--- src/rtl/dmem_arbiter.sv ---
// rtl/dmem_arbiter.sv - round-robin arbiter between core load/store path and external loader port
// Registered single-port memory request with bus timeout and core pipeline stall generation.
module dmem_arbiter #(
    parameter int AW      = 32,
    parameter int DW      = 32,
    parameter int TIMEOUT = 16
) (
    input  logic            clk,
    input  logic            rst,
    input  logic            core_req,
    input  logic            core_we,
    input  logic [AW-1:0]   core_addr,
    input  logic [DW-1:0]   core_wdata,
    input  logic [DW/8-1:0] core_wmask,
    output logic [DW-1:0]   core_rdata,
    output logic            core_done,
    output logic            core_stall,
    input  logic            ext_req,
    input  logic            ext_we,
    input  logic [AW-1:0]   ext_addr,
    input  logic [DW-1:0]   ext_wdata,
    output logic [DW-1:0]   ext_rdata,
    output logic            ext_done,
    output logic            mem_req,
    output logic            mem_we,
    output logic [AW-1:0]   mem_addr,
    output logic [DW-1:0]   mem_wdata,
    output logic [DW/8-1:0] mem_wmask,
    input  logic            mem_ack,
    input  logic [DW-1:0]   mem_rdata,
    output logic            err,
    output logic            err_sticky
);
    localparam int CW   = (TIMEOUT > 0) ? $clog2(TIMEOUT + 1) : 1;
    localparam int TLIM = (TIMEOUT > 0) ? TIMEOUT - 1 : 0;

    typedef enum logic [1:0] {IDLE, BUSY, DONE} state_t;

    state_t        state;
    logic          last_grant;
    logic          win_ext;
    logic [CW-1:0] cnt;
    logic          pick_ext;

    // last_grant = 1 means ext was served last, so a tie goes to the core
    assign pick_ext   = ext_req & (~core_req | ~last_grant);
    assign core_stall = core_req & ~core_done;

    always_ff @(posedge clk or negedge rst) begin
        if (!rst) begin
            state      <= IDLE;
            last_grant <= 1'b1;
            win_ext    <= 1'b0;
            cnt        <= '0;
            mem_req    <= 1'b0;
            mem_we     <= 1'b0;
            mem_addr   <= '0;
            mem_wdata  <= '0;
            mem_wmask  <= '0;
            core_rdata <= '0;
            ext_rdata  <= '0;
            core_done  <= 1'b0;
            ext_done   <= 1'b0;
            err        <= 1'b0;
            err_sticky <= 1'b0;
        end else begin
            core_done <= 1'b0;
            ext_done  <= 1'b0;
            err       <= 1'b0;
            case (state)
                IDLE: begin
                    if (core_req | ext_req) begin
                        win_ext    <= pick_ext;
                        last_grant <= pick_ext;
                        mem_req    <= 1'b1;
                        cnt        <= '0;
                        state      <= BUSY;
                        if (pick_ext) begin
                            mem_we    <= ext_we;
                            mem_addr  <= ext_addr;
                            mem_wdata <= ext_wdata;
                            mem_wmask <= '1;
                        end else begin
                            mem_we    <= core_we;
                            mem_addr  <= core_addr;
                            mem_wdata <= core_wdata;
                            mem_wmask <= core_wmask;
                        end
                    end
                end
                BUSY: begin
                    // an ack on the final counted cycle takes priority over the abort
                    if (mem_ack) begin
                        mem_req   <= 1'b0;
                        core_done <= ~win_ext;
                        ext_done  <= win_ext;
                        state     <= DONE;
                        if (win_ext) ext_rdata  <= mem_rdata;
                        else         core_rdata <= mem_rdata;
                    end else if (TIMEOUT > 0 && cnt == CW'(TLIM)) begin
                        mem_req    <= 1'b0;
                        core_done  <= ~win_ext;
                        ext_done   <= win_ext;
                        err        <= 1'b1;
                        err_sticky <= 1'b1;
                        state      <= DONE;
                        if (win_ext) ext_rdata  <= '0;
                        else         core_rdata <= '0;
                    end else if (TIMEOUT > 0) begin
                        cnt <= cnt + 1'b1;
                    end
                end
                DONE: state <= IDLE;
                default: state <= IDLE;
            endcase
        end
    end
endmodule
--- config.mk ---
export PLATFORM = sky130hd
export DESIGN_NAME = dmem_arbiter
export DESIGN_NICKNAME = d
export VERILOG_FILES = /design/src/rtl/dmem_arbiter.sv
export SDC_FILE = /design/constraint.sdc
export NUM_CORES = 1
export LEC_CHECK = 0
export CELL_PAD_IN_SITES_DETAIL_PLACEMENT = 1
export CELL_PAD_IN_SITES_GLOBAL_PLACEMENT = 2
export CORE_MARGIN = 2
export CORE_UTILIZATION = 25
export CTS_CLUSTER_SIZE = 40
export DETAILED_ROUTE_END_ITERATION = 12
export DONT_BUFFER_PORTS = 1
export PLACE_DENSITY_LB_ADDON = 0.1
export SLEW_MARGIN = 20
export SYNTH_ARGS = -nofsm -noshare
export SYNTH_HDL_FRONTEND = slang
export SYNTH_SLANG_ARGS = --single-unit
export TNS_END_PERCENT = 20
--- constraint.sdc ---
create_clock -name clk -period 2.3 [get_ports clk]
set_input_delay 0.46 -clock clk [delete_from_list [all_inputs] [get_ports clk]]
set_output_delay 0.46 -clock clk [all_outputs]
set_load 0.01 [all_outputs]
==> results of run 1 <==
area by class of cell:
cell class                      count  area, um^2
Clock buffer                       17         425
Multi-Input combinational cell    333        2550
Sequential cell                   147        3680
Clock inverter                     15         186
Timing Repair Buffer               17         178
Tap cell                          330         413
Inverter                            3        11.3
Fill cell                        2742       17800
where the power goes:
group | total [uW] | leakage, uW | internal, uW | switching (uW)
registers | 5450 | 0.00177 | 3840 | 1620
logic | 3020 | 0.00104 | 1630 | 1390
clock network | 2930 | 0.000294 | 1650 | 1270
metal layers:
layer,wire length (um),track usage (%)
met2,10400,25.4
met1,7890,17.2
met5,0,0
met4,283,4.35
met3,1960,5.55
critical path, cell delays in order, from the launching register on:
cell     delay [ns]
dfrtp_1        0.40
ha_1           0.23
and3_1         0.19
ha_1           0.22
or4b_4         0.52
or3_1          0.36
a21oi_1        0.14
synthesized netlist by cell type:
master,count
a211oi_1,65
a21bo_2,1
a21boi_0,1
a21oi_1,2
a2bb2oi_1,65
a31oi_1,1
and2_1,29
and2_2,3
and3_1,1
buf_1,1
buf_2,18
buf_6,6
clkbuf_1,20
clkbuf_2,1
dfrtp_1,146
dfstp_2,1
ha_1,2
inv_1,3
mux2_1,4
mux2_2,60
mux2i_1,1
nand2_1,66
nand2b_1,2
nand3_1,2
nor2_1,3
nor2_2,2
nor2b_1,1
nor3_4,1
nor3b_1,1
nor3b_4,1
nor4b_1,1
o21ai_0,7
o221ai_1,1
o22a_1,4
o22ai_1,1
or2_0,1
or2_2,1
or3_1,2
or4b_4,1
through the flow:
stage	hold WS (ns)	instance area, um^2	worst slack [ns]	power [uW]	cells
finish	-0.265	7450	0.153	11400	862
floorplan	0.164	6460	0.280	7540	529
global placement	0.168	6840	0.197	8490	830
CTS	-0.291	7450	0.153	11600	862
detailed placement	0.168	6840	0.165	8630	830
global route	-0.301	7450	0.0547	12200	862
worst min-delay path by stage:
stage | cells after the start | endpoint | slack [ns]
3_5_place_dp | 0 | ext_rdata[9] | 0.17
2_1_floorplan | 0 | cnt[0] | 0.16
5_1_grt | 0 | ext_rdata[9] | -0.30
4_1_cts | 0 | mem_addr[29] | -0.29
3_3_place_gp | 0 | core_rdata[9] | 0.17
6_report | 0 | ext_rdata[9] | -0.27
cells by family after synthesis:
kind of cell	after synthesis
AND/OR/NAND/NOR	118
buffers and inverters	49
multiplexers	65
flip-flops	147
adder cells (fa/ha/maj)	2
AO/OA/AOI/OAI	148
sequential cells by signal, indices dropped and copies added, names as in the netlist, 2 cells and up:
signal	flops
core_rdata	32
ext_rdata	32
mem_wdata	32
cnt	5
mem_addr	32
state	2
mem_wmask	4
==> results.toml, run 1 <==
[grt]
grt_overflow = 0
grt_pass1_vias = 4855
antenna_found_initial = 0
grt_max_degree = 148
grt_usage_pct = 14.8
grt_pass1_wl_um = 30200

[die]
rows = 58
die-area_um2 = 27200
die_w_um = 165
io_pins = 310
fp.dieH_um = 165
fp.coreArea_um2 = 25300
start_util_pct = 25.6

[synth]
post_synth.cell_area_avg_um2 = 12.2
synth-adder-area-share_pct = 0.387
synth_compound_area_share_pct = 18.2
synthXorXnorAreaFrac_pct = 0
yosys.area_share.simple_pct = 9.29
synth_top_area_share_pct = 56.5
synth_area_leaders = "dfrtp_1 57%, mux2_2 10%, a2bb2oi_1 8.8%"
synth_top_cell_by_area = "dfrtp_1"
synth_seq_cells = 147
yosys_warnings = 0
synth_area_um2 = 6460
yosysSeqAreaShare_pct = 56.9
synthCells = 529
synth_top_family_by_area = "compound AO/OA/AOI/OAI gates"
synth_nets = 702
synthMuxAreaShare_pct = 11.3
yosysUniqueCellTypes = 39

[clocking]
clock-sinks = 147
htree_levels = 4
cts_buffers = 17
clk_transition_reported_paths_ns = 0.07
cts_resized = 0
clk_latency_ns = 0.42
root_buffer = "clkbuf_16"
cts_max_path_buffers = 2
cts_setup_buffers = 0
cts_tree = "built"

[drt]
drt_iter0_markers = 207
vias_per_cell = 5.07
drt-wirelength-per-cell_um = 23.8
drc = 0
ant_nets = 0
drt_first_pass_iters = 4
routed_wl_um = 20500
vias = 4369

[finish]
drive_gt1_share_pct = 22.9
diodes = 0
area.growth.synth_to_final_pct = 15.2
layout.nets = 692
final_util_pct = 29.5
final_common_cell = "dfrtp_1"
layout_common_cells = "146 x dfrtp_1, 66 x nand2_1, 65 x a211oi_1, 65 x a2bb2oi_1, 60 x mux2_2"

[placed_design]
place.gp.congestion = 0.696
dpl.hpwl_um = 14100
port_buffers = 0

[critical_path]
cp-end-kind = "flop"
crit_type = "reg2reg"
cp-start-kind = "flop"
crit_required_ns = 2.63
regToRegStartpoint = "cnt[0]"
r2r_setup_slack_ns = 0.15
worstSetupStartpoint = "cnt[0]"
timing.rr.end = "cnt[3]"
cp-endpoint = "cnt[3]"
cp.arrival_ns = 2.48
r2r_cells = 6
crit_path_max_fanout = 5

[timing]
tightest_slew_ns = 0.633
timing.final.crit_share_pct = 93.3
fmax_mhz = 466
finalHoldViolCount = 147
layout_min_cycle_time_ns = 2.15
rsz0062_at_grt = "false"
finalMaxSlewViolations = 0
finClkSkew_ns = 0.0176
setup_viol = 0
tns_ns = 0
hold_ws_ns = -0.265
slew_headroom_pct = 57.8

[outcome]
outcome = "complete, but fails checks"
violations = "negative hold slack"

[power]
ir_drop_mv = 0.458
p_leak_uw = 0.00311
p_per_area_nw_per_um2 = 1530

[worst_hold_path]
holdCritPathClass = "in2async"

[flow_run]
cap_violations = 0
No activity file was read; power rests on OpenSTA's default activity.
==> inputs of run 2 (changes only) <==
- ABC_AREA: unset -> 1
- CTS_CLUSTER_DIAMETER: unset -> 30
==> run 2 against run 1 <==
Design area decreased by 0.37%; largest cell class unchanged; largest power group unchanged; sequential share of layout area increased by 0.18 points; sequential power decreased by 5.9%; critical path type unchanged; the run still ends with negative hold slack left.
==> results.toml, run 2 <==
[finish]
final_common_cell = "nand2_1"
layout_common_cells = "511 x nand2_1, 146 x dfrtp_1, 46 x o21ai_2"
fin_area_um2 = 7420
drive_gt1_share_pct = 12.2
layout.nets = 969
diodes = 0
fin_cells = 1144
fillers = 3110
final_util_pct = 28.6
seqCellArea_um2 = 3680
area.growth.synth_to_final_pct = 12.2
multiInputGateArea_um2 = 2590

[clocking]
clock-sinks = 147
htree_levels = 4
cts_resized = 0
cts_tree = "built"
cts_setup_buffers = 0
cts_max_path_buffers = 2
root_buffer = "clkbuf_16"
clk_latency_ns = 0.43
cts_buffers = 17
clk_transition_reported_paths_ns = 0.07

[synth]
ys.flop_type = "dfrtp_1"
synth_edf_count = 0
synthCells = 813
synth_top_area_share_pct = 55.3
synth_area_leaders = "dfrtp_1 55%, nand2_1 29%, o21ai_2 6.1%"
ys_top_cells_by_count = "513 x nand2_1, 146 x dfrtp_1, 46 x o21ai_2"
yosysUniqueCellTypes = 22
yosys_warnings = 0
synth_seq_cells = 147
synth-async-reset-ratio_pct = 100
synth_top_cell_by_area = "dfrtp_1"
synth_nets = 986
yosysMostFrequentCell = "nand2_1"
post_synth.cell_area_avg_um2 = 8.13
yosysSeqAreaShare_pct = 55.7
synth_area_um2 = 6610

[drt]
drt-wirelength-per-cell_um = 17.8
drt_iter0_markers = 174
ant_nets = 0
drt_first_pass_iters = 4
vias = 5114
vias_per_cell = 4.47
drc = 0
routed_wl_um = 20400

[outcome]
outcome = "complete, but fails checks"
violations = "negative hold slack"

[timing]
finalMaxSlewViolations = 0
fmax_mhz = 520
setup_ws_ns = 0.376
finalHoldViolCount = 147
timing.final.crit_share_pct = 83.7
slew_headroom_pct = 72.5
tns_ns = 0
layout_min_cycle_time_ns = 1.92
tightest_slew_ns = 0.412
setup_viol = 0
hold_ws_ns = -0.276
finClkSkew_ns = 0.0150
rsz0062_at_grt = "false"

[critical_path]
cp-start-kind = "flop"
r2r_setup_slack_ns = 0.38
crit_path_max_fanout = 29
r2r_cells = 10
crit_type = "reg2reg"
timing.rr.end = "ext_rdata[22]"
cpPeakStageDelay_ns = 0.41
crit_slowest_cell = "dfrtp_1"
regToRegStartpoint = "cnt[0]"
cp_cell_sequence = "ha_1 > nand2_1 > nor2_1 > ha_1 > nor2_4 > nor2_4 > nand2_2 > buf_12 > nand2_1 > o21ai_0"
cp.arrival_ns = 2.26
cp-end-kind = "flop"
crit_required_ns = 2.63

[placed_design]
dp_cells = 1112
port_buffers = 0
dpl.hpwl_um = 14500
place_area_um2 = 6860
place.gp.congestion = 0.739
dpl_worst_slack_ns = 0.368

[die]
start_util_pct = 25.4
die-area_um2 = 27800
rows = 59
io_pins = 310
fp.coreArea_um2 = 26000
fp.dieH_um = 167
die_w_um = 167

[flow_run]
cap_violations = 0

[grt]
grt_pass1_vias = 5669
grt_usage_pct = 15.1
antenna_found_initial = 0
grt_max_degree = 148
grt_overflow = 0
grt_pass1_wl_um = 32900

[power]
p_leak_uw = 0.00389
p_per_area_nw_per_um2 = 1390
ir_drop_mv = 0.470

[worst_hold_path]
holdCritPathClass = "in2async"
run 2: changes by cell type after synthesis, moves of 9 or more:
| cell | change |
|---|---|
| inv_1 | +9 |
| a211oi_1 | -65 |
| and2_1 | -29 |
| o21ai_0 | +19 |
| nand2_1 | +447 |
| mux2_2 | -60 |
| o21ai_2 | +46 |
| a2bb2oi_1 | -65 |
run 2: how the worst max path moves through the flow:
stage / startpoint / to / slack (ns) / cells past startpoint
after floorplan: cnt[0] / core_rdata[22] / 0.69 / 11
after global placement: cnt[0] / ext_rdata[25] / 0.44 / 9
after detailed placement: cnt[0] / ext_rdata[22] / 0.37 / 10
after CTS: cnt[0] / ext_rdata[12] / 0.35 / 10
after global routing: cnt[0] / ext_rdata[23] / 0.12 / 10
final: cnt[0] / ext_rdata[22] / 0.38 / 10
run 2: area by class of cell:
type / count / share of cell area (%)
Sequential cell: 147 / 49.6
Multi-Input combinational cell: 605 / 34.9
Clock buffer: 18 / 5.92
Tap cell: 335 / 5.65
Timing Repair Buffer: 11 / 1.62
Clock inverter: 14 / 1.57
Inverter: 14 / 0.708
run 2: worst max-delay path, delay by kind of cell, from the launching register on:
kind	cells	cell delay (ns)
flops	1	0.41
compound gates	1	0.08
fa+ha+maj	2	0.43
buf+inv	1	0.24
simple gates	6	0.66
run 2: cells by family after synthesis:
family          count (synthesis)  share of synthesized area, %
flops                         147                          55.7
simple gates                  529                          30.5
compound gates                 74                          8.23
buf+inv                        61                          5.19
fa+ha+maj                       2                         0.379
run 2: report_power, final:
| group | total (uW) | switching (uW) | leakage, uW | internal [uW] |
|---|---|---|---|---|
| Clock | 2680 | 1230 | 0.000268 | 1440 |
| Combinational | 2510 | 1640 | 0.00174 | 866 |
| Sequential | 5130 | 1440 | 0.00188 | 3690 |
| Total | 10300 | 4320 | 0.00389 | 6000 |
run 2: layer usage:
metal | share of wire, % | global-route usage (%)
met1 | 41 | 18.0
met2 | 49 | 25.1
met3 | 8.3 | 5.80
met4 | 2.1 | 4.95
met5 | 0 | 0
run 2: stage by stage:
| step | hold WS (ns) | power [uW] |
|---|---|---|
| 6_report | -0.276 | 10300 |
| 5_1_grt | -0.314 | 11200 |
| 4_1_cts | -0.313 | 10600 |
| 3_5_place_dp | 0.167 | 7810 |
| 3_3_place_gp | 0.168 | 7680 |
| 2_1_floorplan | 0.164 | 6880 |
==> inputs of run 3 (changes only) <==
- clock period: 2.3 -> 1.7 ns (I/O delays scaled with it)
==> run 3 against run 2 <==
The flow still finishes with violations (negative hold slack); cell count up 0.79%; non-clock buffer count rose by 9; setup slack got worse by 0.33 ns; largest power group unchanged; maximum frequency increased by 16%; clock skew about the same; highest routed layer unchanged; clock power increased by 34%; global-route usage up 0.19 points; combinational power increased by 49%; critical endpoint unchanged.
==> results.toml, run 3 (synthesis results as in run 2) <==
[drt]
routed_wl_um = 20900
drt-wirelength-per-cell_um = 18.1
vias_per_cell = 4.51
drt_iter0_markers = 182
vias = 5196
drc = 0
drt_first_pass_iters = 4
ant_nets = 0

[critical_path]
timing.rr.end = "ext_rdata[22]"
cpPeakStageDelay_ns = 0.38
cp_cell_sequence = "ha_2 > nand2_2 > nor2_4 > ha_4 > nor2_4 > nor2_4 > nand2_2 > buf_12 > nand2_1 > o21ai_0"
worstSetupStartpoint = "cnt[0]"
crit_type = "reg2reg"
cp.arrival_ns = 1.99
cp_top_family = "simple AND/OR/NAND/NOR gates"
crit_path_max_fanout = 41
r2r_cells = 10
cp-start-kind = "flop"
crit_top_cell = "nor2_4"
path_buf_inv = 1
regToRegStartpoint = "cnt[0]"
crit_slowest_cell = "dfrtp_1"
cp-end-kind = "flop"
r2r_setup_slack_ns = 0.05
crit_required_ns = 2.03

[placed_design]
port_buffers = 0
dp_cells = 1118
place.gp.congestion = 0.751
dpl.hpwl_um = 14900

[outcome]
violations = "negative hold slack"
outcome = "complete, but fails checks"

[finish]
diodes = 0
multiInputGateArea_um2 = 2650
final_common_cell = "nand2_1"
fin_cells = 1153
seqCellArea_um2 = 3680
drive_gt1_share_pct = 14.9
final_util_pct = 29.2
layout_common_cells = "500 x nand2_1, 146 x dfrtp_1, 46 x o21ai_2"
layout.nets = 978
fillers = 3135
area.growth.synth_to_final_pct = 14.9

[power]
ir_drop_mv = 0.647
p_per_area_nw_per_um2 = 1880
p_leak_uw = 0.00395
total_power_uw = 14300

[clocking]
clk_transition_reported_paths_ns = 0.07
htree_levels = 4
cts_tree = "built"
clock-sinks = 147
root_buffer = "clkbuf_16"
clk_latency_ns = 0.43
cts_buffers = 17
cts_max_path_buffers = 2

[timing]
rsz0062_at_grt = "true"
tns_ns = 0
hold_ws_ns = -0.395
tightest_slew_ns = 0.505
slew_headroom_pct = 66.4
fmax_mhz = 605
finalMaxSlewViolations = 0
setup_viol = 0
layout_min_cycle_time_ns = 1.65
timing.final.crit_share_pct = 97.2
finalHoldViolCount = 147
finClkSkew_ns = 0.0149

[die]
die_w_um = 167
io_pins = 310
start_util_pct = 25.4
fp.coreArea_um2 = 26000
fp.dieH_um = 167
rows = 59
die-area_um2 = 27800

[worst_hold_path]
holdCritPathClass = "in2async"

[grt]
grt_pass1_wl_um = 33500
grt_usage_pct = 15.3
grt_max_degree = 148
grt_pass1_vias = 5680
antenna_found_initial = 0
grt_overflow = 0

[flow_run]
cap_violations = 0
[run 3: cell types whose count changed in the layout (fill, tap and decap cells not counted), moves of 2 or more]
| cell | before | now |
|---|---|---|
| nand2_2 | 4 | 14 |
| o21ai_0 | 26 | 16 |
| buf_4 | 8 | 12 |
| clkinv_4 | 1 | 3 |
| buf_12 | 3 | 6 |
| nand2_1 | 511 | 500 |
| o21ai_1 | 0 | 10 |
| ha_1 | 2 | 0 |
[run 3: where the power goes]
| group | internal [uW] | switching (uW) | leakage [uW] |
|---|---|---|---|
| registers | 4990 | 1970 | 0.00188 |
| logic | 1400 | 2330 | 0.00181 |
| clock network | 1910 | 1670 | 0.000262 |
[run 3: layout make-up]
class                           count  area share (%)
Timing Repair Buffer               20            3.28
Clock buffer                       18            5.65
Inverter                           14           0.692
Clock inverter                     14            1.58
Multi-Input combinational cell    605            34.8
Sequential cell                   147            48.4
Tap cell                          335            5.52
[run 3: routing by layer]
metal | share of wire [%] | vias up | GRT usage (%)
met5 | 0 | - | 0
met4 | 1.6 | 0 | 4.76
met3 | 8.8 | 21 | 5.54
met2 | 50 | 185 | 25.9
met1 | 40 | 2515 | 18.1
li1 | - | 2475 | -
[run 3: timing repair]
action,CTS,global route
setup endpoints to repair,51,68
gates cloned,1,0
resized for setup,9,21
buffers inserted,0,2
pin swaps,4,1
hold endpoints to repair,147,147
[run 3: worst max-delay path by stage]
stage,end,slack [ns],cells past startpoint
floorplan,ext_rdata[24],0.09,11
global placement,ext_rdata[16],-0.04,10
detailed placement,ext_rdata[6],-0.10,10
CTS,core_rdata[6],-0.02,10
global route,ext_rdata[2],-0.06,10
finish,ext_rdata[22],0.05,10
[run 3: through the flow]
stage,setup WS (ns),instance area [um^2]
finish,0.0473,7600
global route,-0.0581,7600
CTS,-0.0164,7540
detailed placement,-0.100,6950
global placement,-0.0432,6950
floorplan,0.0946,6610
